## config.mk

```make
export PLATFORM = sky130hd
export DESIGN_NAME = lcd_frame_scheduler
export DESIGN_NICKNAME = d
export VERILOG_FILES = /design/src/rtl/lcd_frame_scheduler.sv
export SDC_FILE = /design/constraint.sdc
export NUM_CORES = 1
export LEC_CHECK = 0
export CORE_MARGIN = 2
export CORE_UTILIZATION = 30
export DETAILED_ROUTE_END_ITERATION = 8
export HOLD_SLACK_MARGIN = 0.15
export PLACE_DENSITY = 0.58
export SLEW_MARGIN = 20
export SYNTH_ARGS = -nofsm -noshare
export SYNTH_HDL_FRONTEND = slang
export SYNTH_SLANG_ARGS = --single-unit
```

## constraint.sdc

```tcl
create_clock -name clk -period 2.65 [get_ports clk]
set_clock_uncertainty 0.1 [all_clocks]
set_input_delay 0.795 -clock clk [delete_from_list [all_inputs] [get_ports clk]]
set_output_delay 0.795 -clock clk [all_outputs]
set_load 0.01 [all_outputs]
```

## src/rtl/lcd_frame_scheduler.sv

```systemverilog
// Frame sequencer: opens a full-screen ILI9341 window (CASET/PASET/RAMWR) and then
// streams RGB565 byte pairs from the VPU. A vblank gap follows each frame.
module lcd_frame_scheduler #(
  parameter int H_RES         = 320,
  parameter int V_RES         = 240,
  parameter int VBLANK_CYCLES = 16
) (
  input  logic       clk,
  input  logic       reset,
  input  logic       initialized,
  input  logic       frame_en,
  input  logic       pix_valid,
  output logic       pix_ready,
  input  logic [7:0] pix_r,
  input  logic [7:0] pix_g,
  input  logic [7:0] pix_b,
  output logic       bus_valid,
  input  logic       bus_ready,
  output logic       bus_dc,
  output logic [7:0] bus_data,
  output logic [8:0] pix_x,
  output logic [7:0] pix_y,
  output logic [7:0] frame_cnt,
  output logic       vblank,
  output logic       busy
);

  typedef enum logic [2:0] {
    S_IDLE, S_CASET, S_CARG, S_PASET, S_PARG, S_RAMWR, S_PIXEL, S_VBLANK
  } state_t;

  localparam logic [8:0]  X_LAST  = 9'(H_RES - 1);
  localparam logic [7:0]  Y_LAST  = 8'(V_RES - 1);
  localparam logic [15:0] H_END   = 16'(H_RES - 1);
  localparam logic [15:0] V_END   = 16'(V_RES - 1);
  localparam logic [15:0] VB_LOAD = 16'(VBLANK_CYCLES);

  state_t      state, state_d;
  logic [1:0]  arg_idx, arg_idx_d;
  logic        phase_lo, phase_lo_d;
  logic        last_pix, last_pix_d;
  logic [15:0] vb_cnt, vb_cnt_d;
  logic [8:0]  pix_x_d;
  logic [7:0]  pix_y_d;
  logic [7:0]  frame_cnt_d;
  logic        load, load_dc, latch_lo;
  logic [7:0]  load_data;
  logic [7:0]  lo_byte;
  logic        slot_free, taken, accept;
  logic        unused_bits;

  // Window argument bytes: two zero start bytes, then the 16-bit end coordinate MSB first.
  function automatic logic [7:0] arg_byte(input logic [1:0] idx, input logic [15:0] end_v);
    case (idx)
      2'd2:    arg_byte = end_v[15:8];
      2'd3:    arg_byte = end_v[7:0];
      default: arg_byte = 8'h00;
    endcase
  endfunction

  function automatic logic [7:0] rgb_hi(input logic [7:0] r, input logic [7:0] g);
    rgb_hi = {r[7:3], g[7:5]};
  endfunction

  function automatic logic [7:0] rgb_lo(input logic [7:0] g, input logic [7:0] b);
    rgb_lo = {g[4:2], b[7:3]};
  endfunction

  assign unused_bits = ^{pix_r[2:0], pix_g[1:0], pix_b[2:0]};

  assign slot_free = !bus_valid || bus_ready;
  assign taken     = bus_valid && bus_ready;
  assign pix_ready = (state == S_PIXEL) && !phase_lo && !last_pix && slot_free;
  assign accept    = pix_ready && pix_valid;
  assign vblank    = (state == S_VBLANK);
  assign busy      = (state != S_IDLE);

  always_comb begin
    state_d     = state;
    arg_idx_d   = arg_idx;
    phase_lo_d  = phase_lo;
    last_pix_d  = last_pix;
    vb_cnt_d    = vb_cnt;
    pix_x_d     = pix_x;
    pix_y_d     = pix_y;
    frame_cnt_d = frame_cnt;
    load        = 1'b0;
    load_dc     = 1'b1;
    load_data   = 8'h00;
    latch_lo    = 1'b0;
    case (state)
      S_IDLE: begin
        if (initialized && frame_en) state_d = S_CASET;
      end
      S_CASET: begin
        if (slot_free) begin
          load      = 1'b1;
          load_dc   = 1'b0;
          load_data = 8'h2A;
          arg_idx_d = 2'd0;
          state_d   = S_CARG;
        end
      end
      S_CARG: begin
        if (slot_free) begin
          load      = 1'b1;
          load_data = arg_byte(arg_idx, H_END);
          arg_idx_d = arg_idx + 2'd1;
          if (arg_idx == 2'd3) state_d = S_PASET;
        end
      end
      S_PASET: begin
        if (slot_free) begin
          load      = 1'b1;
          load_dc   = 1'b0;
          load_data = 8'h2B;
          arg_idx_d = 2'd0;
          state_d   = S_PARG;
        end
      end
      S_PARG: begin
        if (slot_free) begin
          load      = 1'b1;
          load_data = arg_byte(arg_idx, V_END);
          arg_idx_d = arg_idx + 2'd1;
          if (arg_idx == 2'd3) state_d = S_RAMWR;
        end
      end
      S_RAMWR: begin
        if (slot_free) begin
          load       = 1'b1;
          load_dc    = 1'b0;
          load_data  = 8'h2C;
          pix_x_d    = 9'd0;
          pix_y_d    = 8'd0;
          phase_lo_d = 1'b0;
          last_pix_d = 1'b0;
          state_d    = S_PIXEL;
        end
      end
      S_PIXEL: begin
        if (phase_lo) begin
          if (slot_free) begin
            load       = 1'b1;
            load_data  = lo_byte;
            phase_lo_d = 1'b0;
          end
        end else if (last_pix) begin
          // Frame ends only once the final lo byte has actually left the register.
          if (taken) begin
            last_pix_d  = 1'b0;
            frame_cnt_d = frame_cnt + 8'd1;
            vb_cnt_d    = VB_LOAD;
            state_d     = S_VBLANK;
          end
        end else if (accept) begin
          load       = 1'b1;
          load_data  = rgb_hi(pix_r, pix_g);
          latch_lo   = 1'b1;
          phase_lo_d = 1'b1;
          if (pix_x == X_LAST) begin
            pix_x_d = 9'd0;
            if (pix_y == Y_LAST) begin
              pix_y_d    = 8'd0;
              last_pix_d = 1'b1;
            end else begin
              pix_y_d = pix_y + 8'd1;
            end
          end else begin
            pix_x_d = pix_x + 9'd1;
          end
        end
      end
      S_VBLANK: begin
        if (vb_cnt <= 16'd1) state_d = S_IDLE;
        else                 vb_cnt_d = vb_cnt - 16'd1;
      end
      default: state_d = S_IDLE;
    endcase
  end

  always_ff @(posedge clk or posedge reset) begin
    if (reset) begin
      state     <= S_IDLE;
      arg_idx   <= 2'd0;
      phase_lo  <= 1'b0;
      last_pix  <= 1'b0;
      vb_cnt    <= 16'd0;
      pix_x     <= 9'd0;
      pix_y     <= 8'd0;
      frame_cnt <= 8'd0;
      bus_valid <= 1'b0;
      bus_dc    <= 1'b0;
      bus_data  <= 8'h00;
    end else begin
      state     <= state_d;
      arg_idx   <= arg_idx_d;
      phase_lo  <= phase_lo_d;
      last_pix  <= last_pix_d;
      vb_cnt    <= vb_cnt_d;
      pix_x     <= pix_x_d;
      pix_y     <= pix_y_d;
      frame_cnt <= frame_cnt_d;
      if (load) begin
        bus_valid <= 1'b1;
        bus_dc    <= load_dc;
        bus_data  <= load_data;
      end else if (bus_ready) begin
        bus_valid <= 1'b0;
      end
    end
  end

  always_ff @(posedge clk) begin
    if (latch_lo) lo_byte <= rgb_lo(pix_g, pix_b);
  end

endmodule

```

# Word-level counts from Yosys, hierarchy flattened
# Cells that the tools add are included.
# Widths: inputs -> output; s select.
# op_classes
n_addsub	5
magnitude_cmp	1
eq_ne	29
mux	67
bitwise	1
n_reduce_logical	28
# op_table
cell	n
$mux 8	12
$mux 16	4
$pmux 8 s6	1
$mux 9	5
$mux 3	12
$pmux 16 s2	1
$ne 2x2->1 const B	14
$mux 6	4
$pmux 3 s8	1
$mux 1	18
$pmux 9 s2	1
$add 8x1->8 const B	2
$le 16x1->1 const B	1
$pmux 8 s2	1
$sub 16x1->16 const B	1
$eq 3x3->1 const B	4
$pmux 6 s2	1
$reduce_and 12->1	1
$reduce_and 5->1	2
$add 9x1->9 const B	1
$eq 9x9->1 const B	1
$eq 8x8->1 const B	1
$ne 2x1->1 const B	4
$reduce_bool 2->1	4
20 further kinds	34
# totals
register_bits	66
output_inout_bits	38
wordCells	143

# Depth between registers and ports, before layout
# Gate-level depths: netlist of the first run.
# logic_depth
ltp_word	10
depth_mapped	7
depth_no_buf	6

# Worst setup path before layout of the first run
# No wires, ideal clock.
# synth_timing
kind	in2out
from	input bus_ready
to	output pix_ready
arrival_time_ns	1.458
setup_slack_ns	0.297
path_stages	3
n_path_buf	1
cell_sequence	nor2b_1 > clkbuf_1 > nor4_1
# synth_via
elab_chain_cells	2
# synth_lines
item	line	source
from (decl)	18	input logic bus_ready,
$logic_or 1x1->1	71	assign slot_free = !bus_valid || bus_ready;
$logic_and 1x1->1	73	assign pix_ready = (state == S_PIXEL) && !phase_lo && !last_pix && slot_free;
to (decl)	13	output logic pix_ready,
# No other way between the ends.

# Worst setup path after layout of the first run
# layout_timing
from	register state[0]
to	output busy
# layout_via
elab_chain_cells	1
# layout_lines
item	line	source
from (decl)	38	state_t state, state_d;
from (signal assigned)	196	state <= state_d;
$reduce_bool 3->1	76	assign busy = (state != S_IDLE);
to (decl)	25	output logic busy
# No other way between the ends.

==> run metrics, run 1 <==
#FFs+latches synth=66; layout cell share with drive strength beyond 1=12.80%; largest net degree at the start of global routing=59; Synth Flop Type=dfrtp_1; crit path kind=register to output pin; initial antenna violation count=0; Final HPWL DP=6738 um; final wirelength=between 9000 and 10000 um; RSZ-0062 raised after global routing=false; vias in the first global route=approximately 3400; Synth top area share=between 40% and 50%; DRC=0; drt wl/cell=~16 um; vias after detailed routing=3267; critical path's slowest cell=dfrtp_1; Worst Tran Pin Value=0.6314 ns; worst r2r path cells=4; hold_buf cts=0; ranking of synthesized cells by area=dfrtp_1, edfxtp_1, o21ai_0, a21oi_1, nand2_1; crit path max fanout=15; Layout area overhead=34.39%; most frequent cell after synthesis=dfrtp_1; CP Data Required Time=1.76 ns; TritonCTS buffer count=9; Die Height=roughly 110 um; number of flops mapped to enable cells by yosys=8; worst endpoint data arrival time=1.60 ns; HP Class=register to register; Synthesized Nets=410; clk sinks=66; die area=12850 um2; core area=11560 um2; Overflow after GRT=0; vias per inst=approximately 5.4; fill count=between 1000 and 1500; Max Slew Vio Count=0; Worst-path clk slew=around 0.060 ns; cells along the critical path=buf_6 -> or3_1 -> dlygate4sd2_1; Final GP Congestion=0.8205; # port buffers=just under 60; synthesized area per cell=just under 10 um2; DR pass1 iterations=4; Pleak=1.965 nW; Max Cap Viol=0; cell area after synthesis=3587 um2; initial DRC count=146; status=finished clean; commonest cells in the netlist=dfrtp_1, nand2_1, o21ai_0, a21oi_1, nand3_1; period utilisation layout=94.25%; # rows=39; Netlist cell types=61; CP peak stage delay=0.43 ns; Hold Vio Cnt, Final=0; post-route core utilization=41.69%; H-Tree Depth=3; Min Hold Slack=0.3737 ns; Hold Crit Depth=1; All-Layer GR Usage=roughly 15%; Layout Nets=493; Skew-Pair Late Insertion Delay=0.33 ns; I/O pin cnt=between 60 and 70; Clock Path Buffers=2; Routed Antenna Nets=0; Ys Warns=0; Root Buffer=clkbuf_16; VDD IR max=roughly 330 uV; Crit. End Element=output pin; ys async rst share=between 80% and 90%; f_max=400.4 MHz; ANT cells=0; Worst setup SP type=register; Syn Inst Count=373; Slew headroom=57.52%; post-synthesis sequential area ratio=a little under half; PD cells=946.1 nW/um2; Die W=113.4 um; final setup vio count=0; area leader, netlist=dfrtp_1; effective utilization at floorplan=31.02%; post-route minimum period=2.498 ns; first-pass GRT wire length=16200 um; TritonCTS clock tree=done
## cell type report
class	count	area, um2	share of cell area (%)
clock buffers	11	252.7	5.243
clock inverters	5	37.54	0.7786
inverters	17	63.81	1.324
multi-input cells	270	1747	36.23
flip-flops and latches	66	1692	35.09
well taps	143	178.9	3.711
repair buffers	92	849.6	17.62
## final timing paths
| kind | start | end | slack, ns |
|---|---|---|---|
| worst max-delay path | state[0] | busy | 0.15 |
| worst min-delay path | frame_cnt[7] | frame_cnt[7] | 0.37 |
| worst max register to register | vb_cnt[11] | vb_cnt[0] | 0.22 |
| worst min register to register | frame_cnt[7] | frame_cnt[7] | 0.37 |
| max in group asynchronous | reset | arg_idx[1] | 1.42 |
| min in group asynchronous | reset | vb_cnt[6] | 0.74 |
## critical path, delay by kind of cell, from the launching register on
| family | cells | cell delay [ns] |
|---|---|---|
| simple gates | 1 | 0.37 |
| flops | 1 | 0.43 |
| buf+inv | 2 | 0.48 |
## placed cells by master, fill, tap and decap left out, types with 9 or more instances in the layout
cell type,Yosys,routed
nand2_1,28,28
clkbuf_16,0,9
clkdlybuf4s50_1,0,55
inv_1,17,15
nand3_1,21,21
o21ai_0,26,26
buf_4,0,31
nor2_1,14,14
a21oi_1,22,22
nor4_1,9,9
nand4_1,10,10
dfrtp_1,58,58
or4_1,9,9
## what timing repair did
item / 4_1_cts / 5_1_grt
hold endpoints to repair: 0 / 0
setup endpoints to repair: 3 / 1
buffers inserted: 0 / 0
pin swaps: 0 / 1
gates resized for setup: 9 / 1
## routing by layer
layer  GRT usage (%)  up-vias  share of wire (%)
met5               0        -                  0
met1           20.23     1591                 47
met2           26.07       73                 49
met3           2.196       13                3.2
li1                -     1590                  -
met4           5.772        0                1.5
## per-stage QoR
step                      instances  TNS [ns]  setup slack (ns)  cell area (um2)  total power [mW]
after CTS                       604         0           0.02396             4818             4.605
after detailed placement        588    -1.371           -0.4013             4532             3.449
after global routing            604         0           0.09003             4821             4.902
final                           604         0            0.1524             4821             4.561
after global placement          588   -0.7517           -0.3692             4532             3.406
after floorplan                 373         0            0.2968             3587             2.616
## sequential cells by signal, indices dropped and copies added (netlist names)
signal	count
arg_idx	2
frame_cnt	8
bus_valid	1
bus_dc	1
pix_x	9
pix_y	8
lo_byte	8
state	3
vb_cnt	16
phase_lo	1
bus_data	8
last_pix	1
## report_power, final
| group | internal (mW) | leakage (nW) | switching, mW |
|---|---|---|---|
| combinational | 0.900 | 1.04 | 0.998 |
| sequential | 1.28 | 0.788 | 0.249 |
| clock | 0.686 | 0.134 | 0.452 |
| total | 2.86 | 1.96 | 1.70 |
## kinds of logic after synthesis
kind of cell	synth area share, %
AO/OA/AOI/OAI	20.20
XOR/XNOR	1.953
adder cells (fa/ha/maj)	2.441
buffers and inverters	4.151
flip-flops	47.16
multiplexers	1.674
AND/OR/NAND/NOR	22.43
(Power assumes the default switching activity.)
==> inputs of run 2 (changes only) <==
--- a/config.mk
+++ b/config.mk
@@ -5,11 +5,13 @@
 export SDC_FILE = /design/constraint.sdc
 export NUM_CORES = 1
 export LEC_CHECK = 0
+export CELL_PAD_IN_SITES_DETAIL_PLACEMENT = 0
+export CELL_PAD_IN_SITES_GLOBAL_PLACEMENT = 1
 export CORE_MARGIN = 2
 export CORE_UTILIZATION = 30
 export DETAILED_ROUTE_END_ITERATION = 8
 export HOLD_SLACK_MARGIN = 0.15
-export PLACE_DENSITY = 0.58
+export PLACE_DENSITY = 0.7
 export SLEW_MARGIN = 20
 export SYNTH_ARGS = -nofsm -noshare
 export SYNTH_HDL_FRONTEND = slang
==> run 2 against run 1 <==
Highest routed layer unchanged. Maximum frequency fell by 3.0%. First-iteration DRC count fell by 19%. Sequential share of layout area rose by 0.35 points. Largest power group unchanged. Count of clock-buffer cells in the layout rose by 1. Critical endpoint is now vblank. Largest cell class unchanged. Wire length rose by 0.38%. Register-to-register slack barely moved.
==> run metrics, run 2 (same netlist as run 1, synthesis figures left out) <==
status=finished clean; Max Cap Viol=0; Worst-path clk slew=0.05 ns; Worst Tran Pin Value=0.6356 ns; switching power=1.656 mW; vias per inst=5.410; Layout Nets=~500; CP peak stage delay=0.57 ns; Net Sw Frac=37.31%; Skew-Pair Late Insertion Delay=0.33 ns; Worst Setup EP=vblank; first-pass GRT wire length=16080 um; WP buf/inv=3; Clk pwr share=23.2%; vias after detailed routing=roughly 3300; Min Hold Slack=between 0.3 and 0.4 ns; worst r2r path cells=4; crit path kind=register to output pin; Clock Path Buffers=2; cells along the critical path=buf_4 -> nand3_1 -> inv_2 -> clkdlybuf4s50_1; Die W=between 100 and 150 um; DRC=0; Seq. cell area=1692 um2; clk sinks=66; drt wl/cell=15.82 um; fill count=roughly 1100; post-route minimum period=2.574 ns; Slew headroom=a little under three fifths; Routed Antenna Nets=0; Reg with most FFs=vb_cnt; VDD IR max=379.3 uV; final setup vio count=0; initial DRC count=118; # port buffers=59; Final GP Congestion=0.8404; combinational power share=42.3%; effective utilization at floorplan=approximately 31%; post-CTS setup buffers=0; critical path's slowest cell=clkdlybuf4s50_1; Final HPWL DP=6877 um; R2R Setup Slk=about 0.23 ns; layout cell share with drive strength beyond 1=11.74%; Crit. End Element=output pin; H-Tree Depth=3; # rows=39; area of the multi-input gates=1747 um2; period utilisation layout=97.12%; Layout area overhead=33.07%; largest net degree at the start of global routing=59; initial antenna violation count=0; CP startpoint=state[2]; largest registers=vb_cnt x16, pix_x x9; Overflow after GRT=0; Crit. path cell count=4; die area=12850 um2; final wirelength=around 9500 um; f_max=approximately 390 MHz; FF-to-FF Start=vb_cnt[11]; Max Slew Vio Count=0; RSZ-0062 raised after global routing=false; reg2reg end=vb_cnt[0]; crit path max fanout=8; Root Buffer=clkbuf_16; TritonCTS buffer count=9; max reg flops=16; Power, Total=between 4 and 5 mW; CP Data Required Time=1.76 ns; Hold Vio Cnt, Final=0; Worst setup SP type=register; Die Height=113.4 um; sequential share of power=between 30% and 40%; TritonCTS clock tree=done; vias in the first global route=3185; All-Layer GR Usage=15.58%; worst endpoint data arrival time=about 1.7 ns; most frequent cells in the layout=dfrtp_1, clkdlybuf4s50_1, buf_4, nand2_1, o21ai_0; cell-internal power=2.782 mW; Pleak=1.937 nW; Top Family by Delay on Critical Path=buffers and inverters; core area=11560 um2; PD cells=just over 900 nW/um2; DR pass1 iterations=5; HP Class=register to register; commonest non-fill, non-tap cell in the layout=dfrtp_1; ANT cells=0; I/O pin cnt=between 60 and 70
## run 2: cell type report
class	instances	area share, %
Sequential cell	66	35.44
Timing Repair Buffer	91	17.54
Multi-Input combinational cell	270	36.59
Inverter	17	1.337
Clock inverter	4	0.3932
Clock buffer	12	4.954
Tap cell	143	3.748
## run 2: metal layers
| layer | part of all wire (%) | track usage [%] | wire [um] |
|---|---|---|---|
| met2 | 47 | 24.47 | 4480 |
| met5 | 0 | 0 | 0 |
| met1 | 48 | 21.41 | 4535 |
| met3 | 3.9 | 3.214 | 372 |
| met4 | 1.6 | 5.447 | 153 |
## run 2: power by group through the flow
stage | Clock, mW | Combinational (mW) | Sequential [mW]
after global routing | 1.10 | 2.11 | 1.57
after CTS | 1.06 | 1.90 | 1.52
final | 1.03 | 1.88 | 1.53
after global placement | 0 | 1.86 | 1.53
after floorplan | 0 | 1.10 | 1.52
after detailed placement | 0 | 1.90 | 1.54
## run 2: per-stage QoR
step           utilization [%]  setup slack [ns]  cells  area, um2  setup TNS, ns
2_1_floorplan                -            0.2968    373       3587              0
3_3_place_gp             39.12           -0.3703    587       4524        -0.8446
3_5_place_dp             39.12           -0.4075    587       4524         -1.159
4_1_cts                  41.27           0.01158    603       4773              0
5_1_grt                  41.27          0.002225    603       4773              0
6_report                 41.27           0.07631    603       4773              0
## run 2: how the worst min path moves through the flow
stage / depth (start not counted) / slack (ns) / startpoint / to
2_1_floorplan: 1 / 0.36 / lo_byte[4] / bus_data[4]
3_3_place_gp: 1 / 0.36 / bus_data[3] / bus_data[3]
3_5_place_dp: 1 / 0.36 / lo_byte[1] / bus_data[1]
4_1_cts: 1 / 0.37 / frame_cnt[7] / frame_cnt[7]
5_1_grt: 1 / 0.40 / lo_byte[4] / bus_data[4]
6_report: 1 / 0.37 / frame_cnt[7] / frame_cnt[7]
## run 2: worst register-to-register path, cell delays in order (launching register included)
cell and delay [ns]:
dfrtp_1 0.42, or4_1 0.61, or4_1 0.55, o21ai_1 0.42
mux2i_1 0.24
## run 2: what timing repair did
| action | in CTS | in global routing |
|---|---|---|
| resized for setup | 6 | 1 |
| pin swaps | 0 | 1 |
| endpoints found under the setup margin | 2 | 2 |
| hold buffers | 0 | 0 |
==> patch 1: new RTL, flow settings as in run 2 <==
Re-encode `state_t` (8 states) as one-hot, 8 bits wide.
--- a/src/rtl/lcd_frame_scheduler.sv
+++ b/src/rtl/lcd_frame_scheduler.sv
@@ -25,8 +25,8 @@
   output logic       busy
 );
 
-  typedef enum logic [2:0] {
-    S_IDLE, S_CASET, S_CARG, S_PASET, S_PARG, S_RAMWR, S_PIXEL, S_VBLANK
+  typedef enum logic [7:0] {
+    S_IDLE = 8'b00000001, S_CASET = 8'b00000010, S_CARG = 8'b00000100, S_PASET = 8'b00001000, S_PARG = 8'b00010000, S_RAMWR = 8'b00100000, S_PIXEL = 8'b01000000, S_VBLANK = 8'b10000000
   } state_t;
 
   localparam logic [8:0]  X_LAST  = 9'(H_RES - 1);
Behaviour: no difference found for any inputs over 10 cycles, from zero or initial values and one cycle with reset high; not proved beyond that.
==> patch 1 against run 2 <==
The flow now finishes with violations (negative setup slack). Routed wire length rose by 2.8%. Sequential cell count increased by 5. Cell area up 11%. Synthesized cell count up 3.5%. Fmax is 5.8% lower. Global-route usage shrank 0.82 points. Setup slack worse by 160 ps. Non-clock buffer count rose by 15. Area after synthesis increased by 8.2%. Largest cell class unchanged.
Power is not compared: it rests on default switching activity, and its combinational part moved more than twofold at a synthesized area within 25%.
==> patch 1: results (changes against run 2) <==
Outcome
  • Result of the run: finished, violations left
  • Failing checks: negative setup slack

Placed design
  • DP HPWL: 6860 um (-0.22%)
  • Dpl cell area: 4930 um2 (+9.0%)
  • Final weighted congestion in routability-driven placement: 0.824 (-1.9%)
  • Total of buffers placed on input and output ports: 59 (unchanged)

Min path
  • Worst hold-check path type: reg -> reg

Logic synthesis
  • Post-synth cell types: 66 (+8.2%)
  • Fraction of the mapped netlist area in adder cells: 2.26% (-0.18 points)
  • Post-synthesis net count: 423 (+3.2%)
  • Ys async rst share: 88.7% (+0.85 points)
  • Xor-xnor portion of the synthesized cell area: 3.16% (+1.2 points)
  • Compound-cell area share of the yosys netlist: 18.9% (-1.3 points)
  • Sequential cell area fraction in the yosys report: 46.8% (-0.32 points)
  • Ranking of synthesized cells by instance count: sky130_fd_sc_hd__dfrtp_1 (62), sky130_fd_sc_hd__nand2_1 (34), sky130_fd_sc_hd__o21ai_0 (27), sky130_fd_sc_hd__nand3_1 (18), sky130_fd_sc_hd__nor2_1 (18)
  • Post-synthesis mux area share: 0.838% (-0.84 points)
  • Dominant cells by area after synthesis: sky130_fd_sc_hd__dfrtp_1 (40%), sky130_fd_sc_hd__edfxtp_1 (6.2%), sky130_fd_sc_hd__o21ai_0 (3.5%)

Critical path
  • Worst-path fanout max: 2 (-6)
  • Data arrival time at the worst-slack endpoint: 1840 ps (+160 ps)
  • Worst setup SP type: flop

Detailed routing
  • Via-to-Cell Ratio: 5.09 (-6.0%)
  • Number of violations reported at the end of detailed-routing iteration 0: 180 (+53%)
  • Number of detailed-routing iterations run before antenna repair: 4 (-1)
  • Total wire length: 9810 um (+2.8%)

Global route
  • Maximum number of pins on one net before global-route repair: 64 (+8.5%)
  • GR Util All Layers: 14.8% (-0.82 points)
  • Vias in the first global route: 3346 (+5.1%)
  • Wire length of the first global-routing pass: 16800 um (+4.8%)
  • Antenna violations before repair: 0 (unchanged)

STA
  • Least setup slack across all paths after layout: -83.4 ps (-160 ps)
  • Measured slew at the worst slew-check pin: 559 ps (-76.2 ps)
  • Final number of setup-violating endpoints: 2 (+2)

Final layout
  • Layout cell share with drive strength beyond 1: 20.6% (+8.8 points)
  • Filler instances: 1249 (+11%)
  • Layout net count: 518 (+5.3%)

Clocking
  • CTS Buf Count: 9 (unchanged)
  • Clock-pin slew of the registers on the worst-case setup and hold paths: 60 ps

Power
  • Leakage power figure: ~0.0021 uW
patch 1: repair_timing:
action / 4_1_cts / 5_1_grt
resized for setup: 17 / 8
hold buffers: 0 / 0
pin swaps: 5 / 6
endpoints found under the setup margin: 10 / 25
buffers inserted: 0 / 1
cloned: 0 / 1
patch 1: cell type report:
type,count,area [um2],share of cell area [%]
multi-input combinational,276,1960,36.9
timing repair buffer,106,951,17.9
tap,172,215,4.05
inverter,17,76.3,1.43
clock buffer,9,225,4.23
clock inverter,7,72.6,1.36
sequential,71,1820,34.2
patch 1: stage by stage:
step	setup WS [ps]	hold WS [ps]	TNS [ps]	std cells	utilization, %
after floorplan	-198	359	-198	386	-
after global placement	-401	360	-9390	640	39.1
after detailed placement	-433	367	-9470	640	39.1
after CTS	-126	385	-239	656	41.7
after global routing	-165	404	-350	658	42.1
final	-83.4	377	-146	658	42.1
patch 1: path summary, 6_finish.rpt:
| kind | from | endpoint | slack (ps) | cells after the start |
|---|---|---|---|---|
| min in group asynchronous | reset | vb_cnt[6]$_DFFE_PP0P_ | 750 | 3 |
| worst min register to register | frame_cnt[7]$_DFFE_PP0P_ | frame_cnt[7]$_DFFE_PP0P_ | 380 | 1 |
| worst min-delay path | frame_cnt[7]$_DFFE_PP0P_ | frame_cnt[7]$_DFFE_PP0P_ | 380 | 1 |
| worst max register to register | state[3]$_DFFE_PP0P_ | vb_cnt[9]$_DFFE_PP0P_ | 80 | 8 |
| worst max-delay path | state[3]$_DFFE_PP0P_ | pix_ready | -80 | 4 |
| max in group asynchronous | reset | state[0]$_DFFE_PP1P_ | 1400 | 3 |
patch 1: critical path, cell delays in order (launching register included):
cell,delay (ps)
sky130_fd_sc_hd__dfrtp_1,380
sky130_fd_sc_hd__or4_4,560
sky130_fd_sc_hd__or2_4,270
sky130_fd_sc_hd__nor4_4,120
sky130_fd_sc_hd__buf_2,170
patch 1: kinds of logic (layout without fill, tap and decap cells):
group,after synthesis,after routing
mux,3,3
xor+xnor,14,14
fa+ha+maj,7,7
buf+inv,40,139
simple gates,154,154
compound gates,97,98
flops,71,71
patch 1: layer usage:
layer  track usage (%)  wire length, um  up-vias
met5                 0                0        -
met4              5.20              123        0
met3              2.91              402       10
met2              22.3             4360       72
met1              21.0             4920     1613
li1                  -                -     1652
patch 1: where the power goes:
part / internal, uW / switching (uW) / total, uW
clock: 728 / 491 / 1220
sequential: 1210 / 71.0 / 1290
combinational: 467 / 456 / 923
==> patch 2: new RTL, settings of run 2 <==
Without the edit above. The parameter `H_RES` goes from 320 to 160.
--- a/src/rtl/lcd_frame_scheduler.sv
+++ b/src/rtl/lcd_frame_scheduler.sv
@@ -1,7 +1,7 @@
 // Frame sequencer: opens a full-screen ILI9341 window (CASET/PASET/RAMWR) and then
 // streams RGB565 byte pairs from the VPU. A vblank gap follows each frame.
 module lcd_frame_scheduler #(
-  parameter int H_RES         = 320,
+  parameter int H_RES         = 160,
   parameter int V_RES         = 240,
   parameter int VBLANK_CYCLES = 16
 ) (
Formal check against the unedited RTL: not equivalent (Yosys sat finds a counterexample within 10 cycles, from zero or initial values and one cycle with reset high).
==> patch 2 against run 2 <==
Clock power up 12%. Cell area fell by 0.89%. Utilization up 0.51 points. Area after synthesis fell by 3.5%. Total power is 5.4% lower. Sequential cell count did not move. First-iteration DRC count up 41%. Synthesized cell count down 3.8%. Largest power group unchanged. Setup slack worse by 12 ps. Critical path type unchanged. Routed wire length fell by 8.9%.
==> patch 2: results (changes against run 2) <==
Outcome
  • Result of the run: finished clean

Power
  • Leakage power figure: 0.00196 uW (+1.2%)
  • Sequential cell fraction of total power: 36.1% (+1.7 points)
  • Switching power share of the total: 34.3% (-3.0 points)
  • Max IR drop VDD: 435 uV (+15%)
  • Logic power comb: 1540 uW (-18%)

Critical path
  • Capturing point of the worst reg2reg path: vb_cnt[6]$_DFFE_PP0P_
  • Worst-path fanout max: 5 (-3)
  • Reg-to-reg slack, setup: 200 ps (-30 ps)
  • Reg2reg path depth: 5 (+1)
  • Endpoint of the most critical setup path: busy
  • Reg2reg start: vb_cnt[8]$_DFFE_PP0P_

Logic synthesis
  • Post-synthesis net count: 395 (-3.7%)
  • Post-synthesis cell count: 359 (-3.8%)
  • Sequential cell area fraction in the yosys report: 48.8% (+1.7 points)
  • Dominant cells by area after synthesis: sky130_fd_sc_hd__dfrtp_1 (42%), sky130_fd_sc_hd__edfxtp_1 (6.9%), sky130_fd_sc_hd__nand2_1 (4.7%)
  • Post-synth cell types: 58 (-4.9%)

Global route
  • GR Util All Layers: 14.5% (-1.1 points)
  • Wire length of the first global-routing pass: 14700 um (-8.8%)
  • Vias in the first global route: 2975 (-6.6%)

Placed design
  • Dpl cell area: 4410 um2 (-2.4%)
  • DP HPWL: 6180 um (-10%)
  • Final weighted congestion in routability-driven placement: 0.790 (-6.1%)
  • Placed Cells incl. Taps: 575 (-2.0%)

Detailed routing
  • DR vias: 3067 (-6.0%)
  • Total wire length: 8700 um (-8.9%)
  • Number of detailed-routing iterations run before antenna repair: 4 (-1)
  • Via-to-Cell Ratio: 5.18 (-4.2%)

Clocking
  • CTS H-tree depth: 3 (unchanged)

Min path
  • Hold Path Cell Cnt: 2 (+1)
  • Beginning of the worst hold path: lo_byte[4]$_DFFE_PP_

Final layout
  • Layout cell share with drive strength beyond 1: 15.4% (+3.6 points)
  • Layout net count: 480 (-2.4%)

STA
  • Worst slew margin relative to its limit: 63.6% (+6.3 points)
  • WHS: 374 ps (+7.26 ps)
patch 2: cell types whose count changed after synthesis, sizes merged, moves of 4 or more:
cell          run 2  this run
nor3              7        14
a21oi            22        15
a21o              5         0
inv              17         9
nor4              9         5
xor2              2         7
nand3            21        12
nand2            28        43
or4               9         5
nor2             14        30
patch 2: stage by stage:
step	utilization (%)	total power, uW	worst slack [ps]
global route	41.8	4490	5.10
finish	41.8	4200	63.9
detailed placement	39.0	3060	-627
floorplan	-	2320	50.2
CTS	41.8	4250	24.1
global placement	39.0	3020	-581
patch 2: layout make-up:
type,count,area (um2)
clock inverter,7,60.1
clock buffer,9,225
sequential,66,1690
fill,1157,6590
inverter,9,33.8
multi-input combinational,265,1680
tap,143,179
timing repair buffer,93,861
patch 2: worst max-delay path, stage by stage (launching register included):
cell and delay [ps]:
sky130_fd_sc_hd__dfrtp_1 410, sky130_fd_sc_hd__or3_1 440, sky130_fd_sc_hd__clkdlybuf4s50_1 510
patch 2: layer usage:
metal	vias up	global-route usage (%)	share of wire (%)
met5	-	0	0
met4	0	5.43	2.1
met3	11	3.27	3.1
met2	50	22.6	47
met1	1506	19.9	48
li1	1500	-	-
patch 2: logic make-up (layout without fill, tap and decap cells):
kind of cell / after synthesis / count (layout) / synth area share (%)
multiplexers: 6 / 6 / 1.73
flip-flops: 66 / 66 / 48.8
AO/OA/AOI/OAI: 89 / 89 / 17.6
XOR/XNOR: 13 / 13 / 3.29
AND/OR/NAND/NOR: 151 / 151 / 23.2
adder cells (fa/ha/maj): 6 / 6 / 2.17
buffers and inverters: 28 / 118 / 3.25
patch 2: repair_timing:
action	CTS	global route
buffers inserted	1	0
endpoints found under the setup margin	2	11
gates resized for setup	13	1
pin swaps	3	1
